File: src/rtl/sd_word_serializer.sv
// ---------------------------------------------------------------------------
// sd_word_serializer
//
// Captures five discrete sampler levels on SAMPLE strobes, tracks which of
// the four DC channels changed since the last word was read out, and on
// request serialises a 14-bit status word MSB first at the BIT_STB rate.
//
// Word layout (bit 13 first on the wire):
//   [13:10] seq   sample counter (wraps 15 -> 0)
//   [9]     s[4]  mode latch (ML1_2)
//   [8:5]   s[3:0] DC4S..DC1S
//   [4:1]   chg   sticky change flags, cleared when a word is loaded
//   [0]     p     parity over the whole word (odd when PAR_ODD = 1)
//
// Ports
//   SIM_CLK   in   block clock, rising edge
//   SIM_RST   in   asynchronous active-high reset
//   SAMPLE    in   one-cycle strobe, captures DC1S..DC4S and ML1_2
//   DC1S..4S  in   discrete sampler channel levels
//   ML1_2     in   mode-latch level
//   REQ       in   word read request, only honoured in IDLE
//   BIT_STB   in   one-cycle bit-time strobe, only honoured in SHIFT
//   SDATA     out  serial data, MSB first, 0 outside SHIFT
//   SBUSY     out  high in LOAD and SHIFT
//   SDONE     out  one-cycle pulse after the last bit
// ---------------------------------------------------------------------------
module sd_word_serializer #(
  parameter bit PAR_ODD = 1'b1
) (
  input  logic SIM_CLK,
  input  logic SIM_RST,
  input  logic SAMPLE,
  input  logic DC1S,
  input  logic DC2S,
  input  logic DC3S,
  input  logic DC4S,
  input  logic ML1_2,
  input  logic REQ,
  input  logic BIT_STB,
  output logic SDATA,
  output logic SBUSY,
  output logic SDONE
);

  typedef enum logic [1:0] {
    ST_IDLE  = 2'd0,
    ST_LOAD  = 2'd1,
    ST_SHIFT = 2'd2,
    ST_DONE  = 2'd3
  } state_t;

  localparam int unsigned WORD_W = 14;

  state_t      state;
  logic [4:0]  s;
  logic [3:0]  chg;
  logic [3:0]  seq;
  logic [13:0] shreg;
  logic [3:0]  bit_cnt;

  logic [3:0]  dc;
  logic [3:0]  chg_set;
  logic [12:0] word_body;
  logic        word_par;

  assign dc = {DC4S, DC3S, DC2S, DC1S};

  // Channels whose level differs from the value held before this sample.
  assign chg_set = SAMPLE ? (dc ^ s[3:0]) : 4'b0000;

  // Word is assembled from the registered values, so a SAMPLE landing in
  // the LOAD cycle only affects the next word.
  assign word_body = {seq, s, chg};
  assign word_par  = (^word_body) ^ PAR_ODD;

  // Outputs are pure decodes of registered state, so they are glitch-free
  // and drop to 0 the moment reset forces IDLE.
  assign SDATA = (state == ST_SHIFT) && shreg[13];
  assign SBUSY = (state == ST_LOAD) || (state == ST_SHIFT);
  assign SDONE = (state == ST_DONE);

  // NOTE: sequential state uses non-blocking assignments only, so every
  // right-hand side sees the pre-edge value regardless of statement order.
  always_ff @(posedge SIM_CLK or posedge SIM_RST) begin
    if (SIM_RST) begin
      state   <= ST_IDLE;
      s       <= '0;
      chg     <= '0;
      seq     <= '0;
      shreg   <= '0;
      bit_cnt <= '0;
    end else begin
      // Sampling is independent of the serialiser state.
      if (SAMPLE) begin
        s   <= {ML1_2, dc};
        seq <= seq + 4'd1;
      end

      // LOAD clears the sticky flags, but a change seen in the same cycle
      // must survive into the next word.
      if (state == ST_LOAD) begin
        chg <= chg_set;
      end else begin
        chg <= chg | chg_set;
      end

      unique case (state)
        ST_IDLE: begin
          if (REQ) begin
            state <= ST_LOAD;
          end
        end

        ST_LOAD: begin
          shreg   <= {word_body, word_par};
          bit_cnt <= 4'(WORD_W);
          state   <= ST_SHIFT;
        end

        ST_SHIFT: begin
          if (BIT_STB) begin
            shreg   <= {shreg[12:0], 1'b0};
            bit_cnt <= bit_cnt - 4'd1;
            if (bit_cnt == 4'd1) begin
              state <= ST_DONE;
            end
          end
        end

        ST_DONE: begin
          state <= ST_IDLE;
        end

        default: begin
          state <= ST_IDLE;
        end
      endcase
    end
  end

endmodule

File: config.mk
export PLATFORM = sky130hd
export DESIGN_NAME = sd_word_serializer
export DESIGN_NICKNAME = d
export VERILOG_FILES = /design/src/rtl/sd_word_serializer.sv
export SDC_FILE = /design/constraint.sdc
export NUM_CORES = 1
export LEC_CHECK = 0
export CAP_MARGIN = 40
export CORE_UTILIZATION = 43
export DETAILED_ROUTE_END_ITERATION = 16
export GPL_ROUTABILITY_DRIVEN = 0
export GPL_TIMING_DRIVEN = 0
export PLACE_DENSITY = 0.69
export SLEW_MARGIN = 10
export SYNTH_ARGS = -nofsm -noshare
export SYNTH_HDL_FRONTEND = slang
export SYNTH_SLANG_ARGS = --single-unit
export TNS_END_PERCENT = 10
File: constraint.sdc
create_clock -name SIM_CLK -period 4.6 [get_ports SIM_CLK]
set_clock_uncertainty 0.15 [all_clocks]
set_input_delay 1.38 -clock SIM_CLK [delete_from_list [all_inputs] [get_ports SIM_CLK]]
set_output_delay 1.38 -clock SIM_CLK [all_outputs]
set_load 0.02 [all_outputs]
==> reports/results.txt <==
status: completed
area growth from synthesis to layout: 16.7%
full die area: 4180 µm²
most frequent cell after synthesis: dfrtp_1
mean number of vias per cell: 5.00
Reg clk slew, reported paths: 0.06 ns
top cells by area, synth: dfrtp_1, mux2i_1, ha_1
Worst slew margin: 47.5%
Clock Latency Late Sink: 0.28 ns
Synth area leader: dfrtp_1
Setup TNS: 0 ns
# diodes: 0
Initial Utilization: 45.4%
Port Buf Inserts: 12
final wirelength: 2920 µm
Peak Freq: 0.289 GHz
filler cell count: 352
crit path time final: 3.46 ns
synthesized area per cell: 10.9 µm²
Routed wire per std cell: 13.1 µm
Critical R2R Launch: state[0]
CP Data Required Time: 3.07 ns
utilization after layout: 53.0%
PD cells: 713 nW/µm²
CTS Sinks: 33
Final Hold Slack: 0.338 ns
asr flop ratio synth: 100%
CTS tree: done
max-cap violation count: 0
# resized after CTS: 0
# setup viols final: 0
final hold viol count: 0
total power: 1.40 mW
crit end category: output port
Mapped Area: 1690 µm²
largest family of logic cells by synthesized area: multiplexers
post-route ant nets: 0
core region area: 3720 µm²
Post-Syn Nets: 174
Worst-Margin Slew: 0.787 ns
GRT overflow: 0
post-synthesis cell count: 155
largest net degree at the start of global routing: 21
Min-Delay Path Depth: 2
global-route usage over all layers: 16.4%
vias: 1114
unrepaired setup endpoints after global routing: false
CP arrival: 1.93 ns
initial antenna violation count: 0
Netlist cell types: 24
Post-Synth Simple-Gate Area: 6.68%
Yosys reg bits: 33
critical path class: reg -> out
post-synthesis mux area share: 13.6%
Top FF cell, synth: dfrtp_1
source of the worst hold timing path: shreg[13]
postcts setup bufs: 0
DRC errors left: 0
Final Max Slew Viols: 0
final instance area: 1970 µm²
Lkg Pwr: 0.886 nW
worst flop-to-flop path endpoint: bit_cnt[3]
worst vdd ir: 0.314 mV
Die Height: 64.6 µm
share of the synthesized area in the top cell type: 49.0%
Critical Path Start Type: flip-flop
initial DRC count: 30
Synth Area in Compound Gates: 9.64%
WHS Endpoint: shreg[13]
Final Cycle Share: 75.3%
I/O pin total: 13
1st-pass router iterations: 4
Synth top cells by count: dfrtp_1, nand2_1, o21ai_0
XOR/XNOR share of the synthesized area: 10.2%
Rows: 22
CTS buffer count: 5
hpwl dp: 2200 µm
Layout Nets: 194
first-pass GRT wire length: 5070 µm
EDFF count, synth: 0
adder-cell share of the synthesized area: 6.68%
layout cells sized above 1: 10.9%
hold_buf cts: 0
yosys warns: 0
H-tree levels: 2
Worst Reg-to-Reg Cells: 7
hold crit path type: reg -> reg
R2R setup slack: 2.54 ns
die width: 64.6 µm
CTS max path bufs: 2
Root Buffer: clkbuf_8
sequential-to-total area share from yosys stat: 49.0%
crit path max fanout: 9
post-place instance area: 1880 µm²
number of global-route vias before repair: 1102
==> sequential cells by signal (all words and copies together), names as in the netlist <==
register and flops:
state 2, bit_cnt 4, seq 4, s 5, chg 4, shreg 14
==> logic make-up after synthesis <==
logic type / after synthesis
compound gates: 27
mux: 22
simple gates: 28
xor+xnor: 18
buf+inv: 18
flops: 33
fa+ha+maj: 9
==> through the flow <==
stage | worst slack (ns) | std cells
after floorplan | 2.03 | 155
after global placement | 1.47 | 215
after detailed placement | 1.42 | 216
after CTS | 1.11 | 223
after global routing | 1.05 | 223
final | 1.14 | 223
==> worst max path at each step <==
stage,from,to,slack (ns),cells past startpoint
2_1_floorplan,state[0],SDATA,2.03,4
3_3_place_gp,state[0],SDATA,1.47,5
3_5_place_dp,state[0],SDATA,1.42,5
4_1_cts,state[0],SDATA,1.11,5
5_1_grt,state[0],SDATA,1.05,5
6_report,state[0],SDATA,1.14,5
==> layout by cell type, fill, tap and decap left out, drive strengths merged, types with 3 or more instances in the layout <==
master,synthesis,layout
dfrtp,33,33
mux2i,14,14
ha,9,9
o21ai,18,18
xor2,6,6
buf,4,5
mux2,8,8
nor2,3,3
clkbuf,3,10
clkdlybuf4s50,0,12
inv,11,11
xnor2,11,11
nand2,21,21
==> report_power, final <==
| part | switching [mW] | leakage [nW] | internal (mW) | total, mW |
|---|---|---|---|---|
| registers | 0.102 | 0.388 | 0.415 | 0.517 |
| clock network | 0.0951 | 0.0443 | 0.118 | 0.214 |
| logic | 0.330 | 0.453 | 0.344 | 0.673 |
| total | 0.527 | 0.886 | 0.877 | 1.40 |
==> worst max-delay path, cell delays in order, from the launching register on <==
cell,delay [ns]
dfrtp_1,0.41
inv_1,0.12
ha_1,0.15
buf_2,0.21
and2_1,0.17
clkdlybuf4s50_1,0.59
==> per-layer routing <==
metal | vias up | wire, µm | track usage [%]
met3 | 4 | 121 | 5.28
met4 | 0 | 28 | 5.83
met2 | 21 | 1420 | 27.5
met5 | - | 0 | 0
li1 | 555 | - | -
met1 | 534 | 1350 | 19.7
==> cell type report <==
class	instances	area [µm²]	share of cell area (%)
sequential	33	826	42.0
multi-input combinational	104	790	40.1
timing repair buffer	13	135	6.87
clock buffer	7	86.3	4.39
tap	48	60.1	3.05
inverter	11	41.3	2.10
buffer	7	30.0	1.53
(Power assumes the default switching activity.)
